$ cat config.mk
export PLATFORM = sky130hd
export DESIGN_NAME = hazard_fwd_ctrl
export DESIGN_NICKNAME = d
export VERILOG_FILES = /design/src/rtl/hazard_pkg.sv /design/src/rtl/fwd_select.sv /design/src/rtl/hazard_fwd_ctrl.sv
export SDC_FILE = /design/constraint.sdc
export NUM_CORES = 1
export LEC_CHECK = 0
export CAP_MARGIN = 20
export CORE_MARGIN = 2
export CORE_UTILIZATION = 40
export CTS_CLUSTER_SIZE = 40
export DETAILED_ROUTE_END_ITERATION = 8
export GPL_TIMING_DRIVEN = 1
export MAX_ROUTING_LAYER = met4
export SETUP_SLACK_MARGIN = 0.3
export SYNTH_ARGS = -nofsm -noshare
export SYNTH_HDL_FRONTEND = slang
export SYNTH_SLANG_ARGS = --single-unit
$ cat constraint.sdc
create_clock -name clk -period 2.1 [get_ports clk]
set_input_delay 0.42 -clock clk [delete_from_list [all_inputs] [get_ports clk]]
set_output_delay 0.42 -clock clk [all_outputs]
set_load 0.005 [all_outputs]
$ cat src/rtl/hazard_pkg.sv
// Shared types and encodings for the EX-stage forwarding / stall controller.
package hazard_pkg;

    // Register-index width of the shadow slots; the top checks that its
    // REG_AW parameter agrees with this value.
    localparam int HZ_REG_AW = 5;

    // Operand mux select encoding.
    localparam logic [1:0] FWD_REG = 2'b00;  // register file read data
    localparam logic [1:0] FWD_WB  = 2'b01;  // MEM/WB write-back data
    localparam logic [1:0] FWD_MEM = 2'b10;  // EX/MEM ALU result

    // Shadow of the instruction currently in EX.
    typedef struct packed {
        logic                 v;
        logic [HZ_REG_AW-1:0] rs;
        logic [HZ_REG_AW-1:0] rt;
        logic                 uses_rs;
        logic                 uses_rt;
        logic [HZ_REG_AW-1:0] rd;
        logic                 regwrite;
        logic                 memread;
    } ex_slot_t;

    // Shadow of the instruction currently in MEM.
    typedef struct packed {
        logic                 v;
        logic [HZ_REG_AW-1:0] rd;
        logic                 regwrite;
        logic                 memread;
    } mem_slot_t;

    // Shadow of the instruction currently in WB.
    typedef struct packed {
        logic                 v;
        logic [HZ_REG_AW-1:0] rd;
        logic                 regwrite;
    } wb_slot_t;

endpackage

$ cat src/rtl/fwd_select.sv
// Per-operand forwarding select: MEM result wins over WB data, r0 is never
// forwarded, and nothing is forwarded for an operand EX does not read.
module fwd_select
    import hazard_pkg::*;
#(
    parameter int AW = 5
) (
    input  logic          ex_v_i,
    input  logic          ex_uses_i,
    input  logic [AW-1:0] ex_src_i,
    input  logic          mem_v_i,
    input  logic          mem_regwrite_i,
    input  logic [AW-1:0] mem_rd_i,
    input  logic          wb_v_i,
    input  logic          wb_regwrite_i,
    input  logic [AW-1:0] wb_rd_i,
    output logic [1:0]    fwd_o
);

    logic mem_hit;
    logic wb_hit;

    // Producer match tests against the MEM and WB shadows.
    always_comb begin
        mem_hit = mem_v_i && mem_regwrite_i && (mem_rd_i != '0) && (mem_rd_i == ex_src_i);
        wb_hit  = wb_v_i && wb_regwrite_i && (wb_rd_i != '0) && (wb_rd_i == ex_src_i);
    end

    // Priority select, youngest producer first.
    always_comb begin
        fwd_o = FWD_REG;
        if (ex_v_i && ex_uses_i) begin
            if (mem_hit) begin
                fwd_o = FWD_MEM;
            end else if (wb_hit) begin
                fwd_o = FWD_WB;
            end
        end
    end

endmodule

$ cat src/rtl/hazard_fwd_ctrl.sv
// EX-stage forwarding and pipeline stall/bubble/hold sequencer for the
// 5-stage pipeline. Tracks EX/MEM/WB register usage in shadow slots.
//
// Interface semantics: id_valid qualifies every id_* field for the current
// cycle. There is no ready signal; stall_id=1 means the ID instruction was not
// taken this cycle and must be presented again next cycle.
module hazard_fwd_ctrl
    import hazard_pkg::*;
#(
    parameter int REG_AW = 5,
    parameter int MC_LAT = 4
) (
    input  logic              clk,
    input  logic              rst_n,
    input  logic              id_valid,
    input  logic [REG_AW-1:0] id_rs,
    input  logic [REG_AW-1:0] id_rt,
    input  logic              id_uses_rs,
    input  logic              id_uses_rt,
    input  logic [REG_AW-1:0] id_rd,
    input  logic              id_regwrite,
    input  logic              id_memread,
    input  logic              id_multicycle,
    input  logic              flush,
    output logic [1:0]        forwarda,
    output logic [1:0]        forwardb,
    output logic              stall_id,
    output logic              bubble_ex,
    output logic              hold_ex,
    output logic              bubble_mem
);

    // Counter must be at least one bit wide even when MC_LAT == 1.
    localparam int MC_W = (MC_LAT > 1) ? $clog2(MC_LAT) : 1;

    if (REG_AW != HZ_REG_AW) begin : g_aw_check
        $error("hazard_fwd_ctrl: REG_AW must equal hazard_pkg::HZ_REG_AW");
    end

    ex_slot_t        ex_q,  ex_d;
    mem_slot_t       mem_q, mem_d;
    wb_slot_t        wb_q,  wb_d;
    logic [MC_W-1:0] mc_cnt_q, mc_cnt_d;

    logic busy;
    logic lu;

    // Busy while a multi-cycle op still owes hold cycles; load-use when ID
    // reads the destination of a load sitting in EX.
    always_comb begin
        busy = (mc_cnt_q != '0);
        lu   = id_valid && ex_q.v && ex_q.memread && (ex_q.rd != '0) &&
               ((id_uses_rs && (id_rs == ex_q.rd)) || (id_uses_rt && (id_rt == ex_q.rd)));
    end

    // Per-cycle priority: busy, then flush, then load-use, then normal advance.
    always_comb begin
        stall_id   = 1'b0;
        bubble_ex  = 1'b0;
        hold_ex    = 1'b0;
        bubble_mem = 1'b0;
        ex_d       = ex_q;
        mem_d      = '{v: ex_q.v, rd: ex_q.rd, regwrite: ex_q.regwrite, memread: ex_q.memread};
        wb_d       = '{v: mem_q.v, rd: mem_q.rd, regwrite: mem_q.regwrite};
        mc_cnt_d   = mc_cnt_q;
        if (busy) begin
            stall_id   = 1'b1;
            hold_ex    = 1'b1;
            bubble_mem = 1'b1;
            mem_d      = '0;
            mc_cnt_d   = mc_cnt_q - MC_W'(1);
        end else if (flush) begin
            bubble_ex = 1'b1;
            ex_d      = '0;
        end else if (lu) begin
            stall_id  = 1'b1;
            bubble_ex = 1'b1;
            ex_d      = '0;
        end else begin
            ex_d.v        = id_valid;
            ex_d.rs       = id_rs;
            ex_d.rt       = id_rt;
            ex_d.uses_rs  = id_uses_rs;
            ex_d.uses_rt  = id_uses_rt;
            ex_d.rd       = id_rd;
            ex_d.regwrite = id_regwrite;
            ex_d.memread  = id_memread;
            if (id_valid && id_multicycle) begin
                mc_cnt_d = MC_W'(MC_LAT - 1);
            end
        end
    end

    // Shadow slot and multi-cycle counter registers.
    always_ff @(posedge clk or negedge rst_n) begin
        if (!rst_n) begin
            ex_q     <= '0;
            mem_q    <= '0;
            wb_q     <= '0;
            mc_cnt_q <= '0;
        end else begin
            ex_q     <= ex_d;
            mem_q    <= mem_d;
            wb_q     <= wb_d;
            mc_cnt_q <= mc_cnt_d;
        end
    end

    fwd_select #(.AW(HZ_REG_AW)) u_fwd_a (
        .ex_v_i         (ex_q.v),
        .ex_uses_i      (ex_q.uses_rs),
        .ex_src_i       (ex_q.rs),
        .mem_v_i        (mem_q.v),
        .mem_regwrite_i (mem_q.regwrite),
        .mem_rd_i       (mem_q.rd),
        .wb_v_i         (wb_q.v),
        .wb_regwrite_i  (wb_q.regwrite),
        .wb_rd_i        (wb_q.rd),
        .fwd_o          (forwarda)
    );

    fwd_select #(.AW(HZ_REG_AW)) u_fwd_b (
        .ex_v_i         (ex_q.v),
        .ex_uses_i      (ex_q.uses_rt),
        .ex_src_i       (ex_q.rt),
        .mem_v_i        (mem_q.v),
        .mem_regwrite_i (mem_q.regwrite),
        .mem_rd_i       (mem_q.rd),
        .wb_v_i         (wb_q.v),
        .wb_regwrite_i  (wb_q.regwrite),
        .wb_rd_i        (wb_q.rd),
        .fwd_o          (forwardb)
    );

    // A load in MEM feeding EX cannot be forwarded (data not ready); the
    // load-use stall must make this situation impossible.
    logic load_fwd_hit;
    always_comb begin
        load_fwd_hit = ex_q.v && mem_q.v && mem_q.memread && mem_q.regwrite && (mem_q.rd != '0) &&
                       ((ex_q.uses_rs && (ex_q.rs == mem_q.rd)) ||
                        (ex_q.uses_rt && (ex_q.rt == mem_q.rd)));
    end

    a_no_load_fwd : assert property (@(posedge clk) disable iff (!rst_n) !load_fwd_hit);

endmodule
==> results of run 1 <==
[registers in the layout (all words and copies together) (netlist names)]
signal    count
ex_q         20
mem_q         7
wb_q          7
mc_cnt_q      2
[worst min path at each step]
stage               slack, ns      end  depth (start not counted)     start
finish                   0.45  wb_q[0]                          0  mem_q[1]
global route             0.47  wb_q[0]                          0  mem_q[1]
CTS                      0.40  wb_q[6]                          0  mem_q[7]
detailed placement       0.39  wb_q[6]                          0  mem_q[7]
global placement         0.38  wb_q[6]                          0  mem_q[7]
floorplan                0.12  ex_q[0]                          0     rst_n
[power by group]
group | internal [mW] | total, mW | switching (mW)
logic | 0.947 | 1.75 | 0.806
registers | 0.907 | 1.14 | 0.229
clock network | 0.353 | 0.620 | 0.267
[cell families after synthesis]
logic type | count (synthesis)
buffers and inverters | 11
xor gates and xnor gates | 30
muxes | 2
AOI/OAI and AO/OA | 28
and+or+nand+nor | 51
adders and majority gates | 1
DFF | 36
[worst max-delay path, cell delays in order (launching register included)]
cell and delay, ns:
dfrtp_1 0.40, or4_4 0.56, o211ai_4 0.21, nor4_2 0.07
buf_4 0.14, nor3_2 0.08, buf_2 0.13
[cells in the final DEF (no fill, tap or decap), drive strengths merged, types with 2 or more instances in the layout]
cell	n
nand4	4
dlygate4sd2	12
inv	3
o2bb2ai	20
xor2	12
buf	52
dfrtp	36
xnor2	18
nor4	4
nor3	3
o211ai	2
and3	2
nand2	23
nand3	3
o21ai	2
clkbuf	8
and2	8
clkdlybuf4s50	13
or4	2
[layer usage]
| layer | wire (um) | share of wire, % | vias to the layer above | global-route usage [%] |
|---|---|---|---|---|
| li1 | - | - | 713 | - |
| met1 | 2210 | 42 | 723 | 26.3 |
| met2 | 2640 | 51 | 46 | 34.0 |
| met3 | 223 | 4.3 | 14 | 4.47 |
| met4 | 157 | 3.0 | 0 | 7.26 |
| met5 | 0 | 0 | - | - |
[cell type report]
class	instances	area (sq um)	area share [%]
multi-input cells	112	1140	38.9
flip-flops and latches	36	903	30.8
repair buffers	79	703	24.0
clock buffers	6	72.6	2.48
well taps	52	65.1	2.22
clock inverters	2	35.0	1.20
inverters	3	11.3	0.384
[cells in the mapped netlist, types with 2 or more instances]
master / count
and2_1: 8
and3_1: 2
buf_6: 2
clkbuf_1: 5
dfrtp_1: 36
inv_1: 3
nand2_1: 23
nand3_1: 3
nand4_1: 4
nor3_2: 2
nor4_1: 4
o21ai_0: 2
o2bb2ai_1: 20
or4_1: 2
xnor2_1: 18
xor2_1: 12
[timing repair]
action                                  in CTS  in global routing
cloned                                       0                  3
endpoints found under the setup margin       8                 26
gates resized for setup                     71                 24
buffers inserted                            10                  2
pin swaps                                   35                 12
==> results.yml, run 1 <==
status:
  outcome: "finished with violations"
  violations: "setup timing"
floorplan:
  rows: 24
  core_sq_um: 4290
  die_x_um: 70.2
  die_area_sq_um: 4930
  die_h_um: 70.2
  initial_core_util_pct: 40.9
  num_io_pins: 32
critical_path:
  r2r_cells: 12
  crit_arrival_ns: 1.89
  critPathRequiredTime_ns: 1.68
  crit_end: "forwardb[0]"
  reg2reg_to: "ex_q[11]"
  endpoint_kind: "primary output"
  crit_start: "mem_q[5]"
  cp-start-kind: "register"
  critical_path.max_fanout: 2
  path_class: "reg2out"
  reg2reg_from: "ex_q[4]"
  reg2reg_setup_slack_ns: 0.07
clocking:
  cts_tree: "built"
  cts_buffers: 5
  clkTransAtPathRegs_ns: 0.08
  clock_latency_ns: 0.29
  cts_hold_buf: 0
  clk_path_buf_depth: 2
  htree_levels: 2
  cts_root_buf: "clkbuf_8"
  cts_sinks: 36
logic_synthesis:
  synth_area_leaders: "dfrtp_1 (51%), o2bb2ai_1 (10%), xnor2_1 (9.0%)"
  syn_nets: 184
  synthMuxAreaShare_pct: 1.21
  synth_edf_count: 0
  synth_cells: 159
  synth-xor-area-share_pct: 15.0
  synth_fa_ha_area_share_pct: 0.713
  avgSynthCellArea_sq_um: 11.0
  ys_seq_area_share_pct: 51.4
  synth_top_family_by_area: "simple AND/OR/NAND/NOR gates"
  synth_ff_type: "dfrtp_1"
  synthArstFlopShare_pct: 100
  synthesis.area_sq_um: 1750
  synthDistinctLibCells: 29
  synth_top_area_share_pct: 51.4
  synth_seq_cells: 36
  synth-simple-area-share_pct: 15.1
  synth_top_area_cell: "dfrtp_1"
  synth_compound_area_share_pct: 13.2
  yosysWarnings: 0
timing:
  slew_headroom_pct: 69.7
  finalSetupTns_ns: -0.729
  rsz0062_at_grt: "true"
  finClkSkew_ns: 0.00690
  fin_crit_sh_pct: 110
  min_period_ns: 2.31
  setup_viol: 5
  slew_viol_final: 0
  holdWs_ns: 0.452
  worstMarginPinSlew_ns: 0.454
  max_freq_mhz: 432
  finalHoldViolations: 0
  fin_ws_ns: -0.214
layout:
  nNetsFinal: 262
  fin_area_sq_um: 2930
  fin_cells: 290
  diodes: 0
  area_growth_pct: 67.0
  final_util_pct: 68.2
  fillers: 316
  drive_gt1_share_pct: 41.6
power:
  power_mw: 3.51
  leakage_nw: 1.32
  max-vdd-ir-drop_mv: 0.702
  p_per_area_nw_per_um2: 1200
placed_design:
  placed_cells: 267
  gp_congestion: 0.885
  place.port_buffers: 31
  placed_area_sq_um: 2330
  pre_cts_slack_ns: -0.510
  dp_hpwl_um: 3120
worst_hold_path:
  hp-class: "reg2reg"
route:
  wire_per_inst_um: 18.0
  vias_per_cell: 5.16
  totalWireLength_um: 5230
  ant_nets: 0
  drt_iter0_markers: 49
  dr.pass1.iters: 4
  vias: 1496
  drc: 0
grt:
  grt_pass1_wl_um: 7760
  grt_max_degree: 37
  grt_usage_pct: 21.1
  antenna_found_initial: 0
  grt_pass1_vias: 1560
  overflow: 0
job:
  drv_cap: 0
No activity file was read; power rests on OpenSTA's default activity.
==> inputs of run 2 (changes only) <==
--- a/config.mk
+++ b/config.mk
@@ -11,7 +11,9 @@
 export CTS_CLUSTER_SIZE = 40
 export DETAILED_ROUTE_END_ITERATION = 8
 export GPL_TIMING_DRIVEN = 1
+export HOLD_SLACK_MARGIN = 0.03
 export MAX_ROUTING_LAYER = met4
+export PLACE_DENSITY = 0.7
 export SETUP_SLACK_MARGIN = 0.3
 export SYNTH_ARGS = -nofsm -noshare
 export SYNTH_HDL_FRONTEND = slang
==> run 2 against run 1 <==
Compared with the run above: the run still ends with setup timing left; critical path type unchanged; highest routed layer unchanged; clock skew fell by 0.0016 ns; first-iteration DRC count fell by 37%; hold slack got worse by 0.0049 ns; total power fell by 11%; largest power group unchanged.
==> results.yml, run 2 (synthesis gave the netlist of run 1 again) <==
layout:
  diodes: 0
  reg_top3: "ex_q (20), mem_q (7), wb_q (7)"
  regMostFlops: "ex_q"
  mostFrequentLayoutCells: "dfrtp_1 (33), buf_4 (32), nand2_1 (22)"
  drive_gt1_share_pct: 32.4
  area_growth_pct: 46.4
  nNetsFinal: 249
  largest_reg_flops: 20
  layout_commonest_cell: "dfrtp_1"
  fillers: 355
  fin_cells: 277
critical_path:
  critPathRequiredTime_ns: 1.68
  cp-start-kind: "register"
  path_class: "reg2out"
  worst_path_max_delay_cell: "or4_4"
  path_buf_inv: 2
  cpLargestDelayFamily: "simple AND/OR/NAND/NOR gates"
  crit_arrival_ns: 1.89
  crit_chain: "or4_4 -> o211ai_4 -> nor4_4 -> buf_4 -> nor3_2 -> buf_2"
  critical_path.max_fanout: 2
  endpoint_kind: "primary output"
  cpPeakStageDelay_ns: 0.56
grt:
  overflow: 0
  grt_pass1_vias: 1435
  grt_pass1_wl_um: 6910
  antenna_found_initial: 0
  grt_max_degree: 37
  grt_usage_pct: 18.4
route:
  ant_nets: 0
  vias: 1443
  vias_per_cell: 5.21
  top_layer: "met4"
  wl_met1_um: 1910
  dr.pass1.iters: 5
  wl_met2_um: 2190
  totalWireLength_um: 4320
  wl_met3_um: 175
  drt_iter0_markers: 31
  wire_per_inst_um: 15.6
  drc: 0
clocking:
  htree_levels: 2
  clk_path_buf_depth: 2
  clock_latency_ns: 0.29
  clkTransAtPathRegs_ns: 0.08
  cts_hold_buf: 0
  cts_root_buf: "clkbuf_8"
  cts_buffers: 5
  cts_sinks: 36
  cts_tree: "built"
timing:
  worstMarginPinSlew_ns: 0.443
  slew_headroom_pct: 70.5
  slew_viol_final: 0
  setup_viol: 5
  rsz0062_at_grt: "true"
  finalHoldViolations: 0
  fin_crit_sh_pct: 110
  finClkSkew_ns: 0.00528
  min_period_ns: 2.31
  fin_ws_ns: -0.214
  max_freq_mhz: 432
floorplan:
  initial_core_util_pct: 40.9
  die_x_um: 70.2
  die_area_sq_um: 4930
  die_h_um: 70.2
  core_sq_um: 4290
  rows: 24
  num_io_pins: 32
power:
  max-vdd-ir-drop_mv: 0.892
  leakage_nw: 1.18
  power_mw: 3.11
  p_per_area_nw_per_um2: 1210
placed_design:
  gp_congestion: 0.894
  place.port_buffers: 31
  placed_cells: 257
  dp_hpwl_um: 2940
worst_hold_path:
  hp-class: "reg2reg"
status:
  outcome: "finished with violations"
  violations: "setup timing"
job:
  drv_cap: 0
[run 2: worst paths after layout]
check	startpoint	end	slack, ns	cells after the start
min in group asynchronous	rst_n	ex_q[4]	0.54	2
worst max register to register	ex_q[5]	ex_q[10]	0.32	9
worst max-delay path	mem_q[4]	forwardb[0]	-0.21	6
worst min-delay path	mem_q[7]	wb_q[6]	0.45	0
worst min register to register	mem_q[7]	wb_q[6]	0.45	0
max in group asynchronous	rst_n	ex_q[6]	1.21	2
[run 2: per-layer routing]
metal	vias to the layer above	track usage (%)
li1	694	-
met1	702	23.4
met2	39	29.9
met3	8	3.75
met4	0	5.34
met5	-	-
[run 2: final cells by class]
| type | count | area [sq um] | area share, % |
|---|---|---|---|
| multi-input combinational | 112 | 927 | 36.1 |
| sequential | 36 | 905 | 35.2 |
| clock buffer | 5 | 68.8 | 2.68 |
| inverter | 3 | 11.3 | 0.439 |
| timing repair buffer | 66 | 548 | 21.3 |
| clock inverter | 3 | 42.5 | 1.66 |
| tap | 52 | 65.1 | 2.53 |
[run 2: where the power goes]
part           switching (mW)  leakage (nW)  internal, mW
Combinational           0.663         0.650         0.720
Sequential              0.207         0.473         0.909
Clock                   0.257        0.0541         0.351
[run 2: per-stage QoR]
step	setup TNS [ns]	area, sq um	setup slack (ns)	hold WS, ns	util [%]
6_report	-0.819	2570	-0.214	0.447	59.8
5_1_grt	-1.15	2570	-0.288	0.449	59.8
4_1_cts	-0.727	2440	-0.244	0.439	56.9
3_5_place_dp	-2.03	2250	-0.541	0.388	52.5
3_3_place_gp	-1.82	2250	-0.518	0.378	52.5
2_1_floorplan	0	1750	0.323	0.124	-
[run 2: timing repair]
item	CTS	global route
endpoints found under the setup margin	11	27
gates resized for setup	48	17
buffers inserted	7	5
endpoints found under the hold margin	0	0
pin swaps	18	9
==> inputs of run 3 (changes only) <==
--- a/config.mk
+++ b/config.mk
@@ -13,8 +13,9 @@
 export GPL_TIMING_DRIVEN = 1
 export HOLD_SLACK_MARGIN = 0.03
 export MAX_ROUTING_LAYER = met4
-export PLACE_DENSITY = 0.7
+export PLACE_DENSITY = 0.66
 export SETUP_SLACK_MARGIN = 0.3
+export SLEW_MARGIN = 20
 export SYNTH_ARGS = -nofsm -noshare
 export SYNTH_HDL_FRONTEND = slang
 export SYNTH_SLANG_ARGS = --single-unit
==> run 3 against run 2 <==
Compared with the run above: the flow still finishes with violations (setup timing); global-route usage up 4.5 points; wire length up 26%; non-clock buffer count grew 12; critical path depth unchanged; hold slack worse by 0.010 ns; maximum frequency grew 0.87%; clock skew shrank 0.0015 ns; core utilization is 10 points higher; clock power increased by 1%; largest power group unchanged.
==> results.yml, run 3 (synthesis gave the netlist of run 1 again) <==
floorplan:
  die_area_sq_um: 4930
  initial_core_util_pct: 40.9
  die_x_um: 70.2
  core_sq_um: 4290
  die_h_um: 70.2
  rows: 24
  num_io_pins: 32
layout:
  largest_reg_flops: 20
  drive_gt1_share_pct: 41.8
  fillers: 271
  reg_top3: "ex_q (20), mem_q (7), wb_q (7)"
  area_growth_pct: 72.0
  fin_area_sq_um: 3020
  nNetsFinal: 261
  mostFrequentLayoutCells: "buf_4 (36), dfrtp_1 (33), nand2_1 (22)"
  layout_commonest_cell: "buf_4"
  regMostFlops: "ex_q"
grt:
  overflow: 0
  antenna_found_initial: 1
  grt_pass1_vias: 1702
  grt_usage_pct: 22.9
  grt_pass1_wl_um: 8310
  grt_max_degree: 37
timing:
  max_freq_mhz: 436
  min_period_ns: 2.29
  worstMarginPinSlew_ns: 0.488
  rsz0062_at_grt: "true"
  finClkSkew_ns: 0.00379
  finalHoldViolations: 0
  fin_ws_ns: -0.194
  fin_crit_sh_pct: 109
  setup_viol: 5
  slew_headroom_pct: 67.5
  slew_viol_final: 0
critical_path:
  critPathRequiredTime_ns: 1.68
  cpPeakStageDelay_ns: 0.40
  path_buf_inv: 2
  critical_path.max_fanout: 2
  path_class: "reg2out"
  cpLargestDelayFamily: "simple AND/OR/NAND/NOR gates"
  worst_path_max_delay_cell: "dfrtp_1"
  cp-start-kind: "register"
  endpoint_kind: "primary output"
  crit_arrival_ns: 1.87
  crit_chain: "buf_4 -> xor2_1 -> nor4_2 -> nand4_1 -> nor3_2 -> buf_2"
placed_design:
  dp_hpwl_um: 3050
  gp_congestion: 0.919
  placed_area_sq_um: 2310
  pre_cts_slack_ns: -0.562
  place.port_buffers: 31
clocking:
  cts_hold_buf: 0
  cts_tree: "built"
  clkTransAtPathRegs_ns: 0.07
  cts_sinks: 36
  clock_latency_ns: 0.30
  clk_path_buf_depth: 2
  htree_levels: 2
  cts_buffers: 5
  cts_root_buf: "clkbuf_8"
route:
  dr.pass1.iters: 4
  vias: 1570
  totalWireLength_um: 5460
  drt_iter0_markers: 90
  vias_per_cell: 5.41
  wire_per_inst_um: 18.8
  ant_nets: 0
  drc: 0
power:
  p_per_area_nw_per_um2: 1200
  max-vdd-ir-drop_mv: 0.750
  leakage_nw: 1.34
job:
  drv_cap: 0
status:
  violations: "setup timing"
  outcome: "finished with violations"
worst_hold_path:
  hp-class: "reg2reg"
## run 3: cell count changes in the layout (fill, tap and decap cells not counted), moves of 3 or more
cell and change:
o2bb2ai_1 -14, buf_16 +3, buf_12 +3, o2bb2ai_4 +13
buf_4 +4
## run 3: cell type report
type,instances,area (sq um),area share [%]
well taps,52,65.1,2.16
clock inverters,2,35.0,1.16
diodes,1,2.50,0.0829
repair buffers,78,747,24.8
flip-flops and latches,36,905,30.0
clock buffers,6,72.6,2.40
inverters,3,11.3,0.373
multi-input cells,112,1180,39.1
## run 3: path summary, 6_finish.rpt
check	depth (start not counted)	end	startpoint	slack (ns)
setup / recovery	6	forwardb[0]	ex_q[10]	-0.19
hold / removal	0	wb_q[0]	mem_q[1]	0.44
setup reg to reg	12	ex_q[19]	ex_q[5]	0.07
hold reg to reg	0	wb_q[0]	mem_q[1]	0.44
max in group asynchronous	2	ex_q[6]	rst_n	1.21
min in group asynchronous	2	mc_cnt_q[1]	rst_n	0.53
## run 3: power by group
part | internal, mW | switching (mW)
registers | 0.909 | 0.230
clock network | 0.352 | 0.261
logic | 0.984 | 0.877
## run 3: metal layers
layer,wire (um),track usage (%),vias up
met1,2210,25.2,782
met3,245,5.63,17
met2,2790,38.4,58
met4,205,11.5,0
li1,-,-,713
met5,0,-,-
## run 3: worst register-to-register path, delay by kind of cell (launching register included)
kind | cells | cell delay [ns]
AO/OA/AOI/OAI | 3 | 0.39
XOR/XNOR | 1 | 0.16
buffers and inverters | 7 | 0.85
AND/OR/NAND/NOR | 1 | 0.10
flip-flops | 1 | 0.46
## run 3: repair_timing
action / 4_1_cts / 5_1_grt
setup buffers: 10 / 3
setup endpoints to repair: 28 / 26
gates cloned: 3 / 0
pin swaps: 27 / 18
gates resized for setup: 78 / 21
## run 3: metrics by stage
stage	power (mW)	hold slack [ns]	utilization, %	std cells	TNS (ns)
final	3.61	0.436	70.3	290	-0.629
after global routing	3.79	0.450	70.3	290	-0.896
after CTS	3.24	0.434	64.9	286	-0.576
after detailed placement	2.32	0.383	53.9	265	-2.21
after global placement	2.28	0.378	53.9	265	-1.84
after floorplan	1.78	0.124	-	159	0
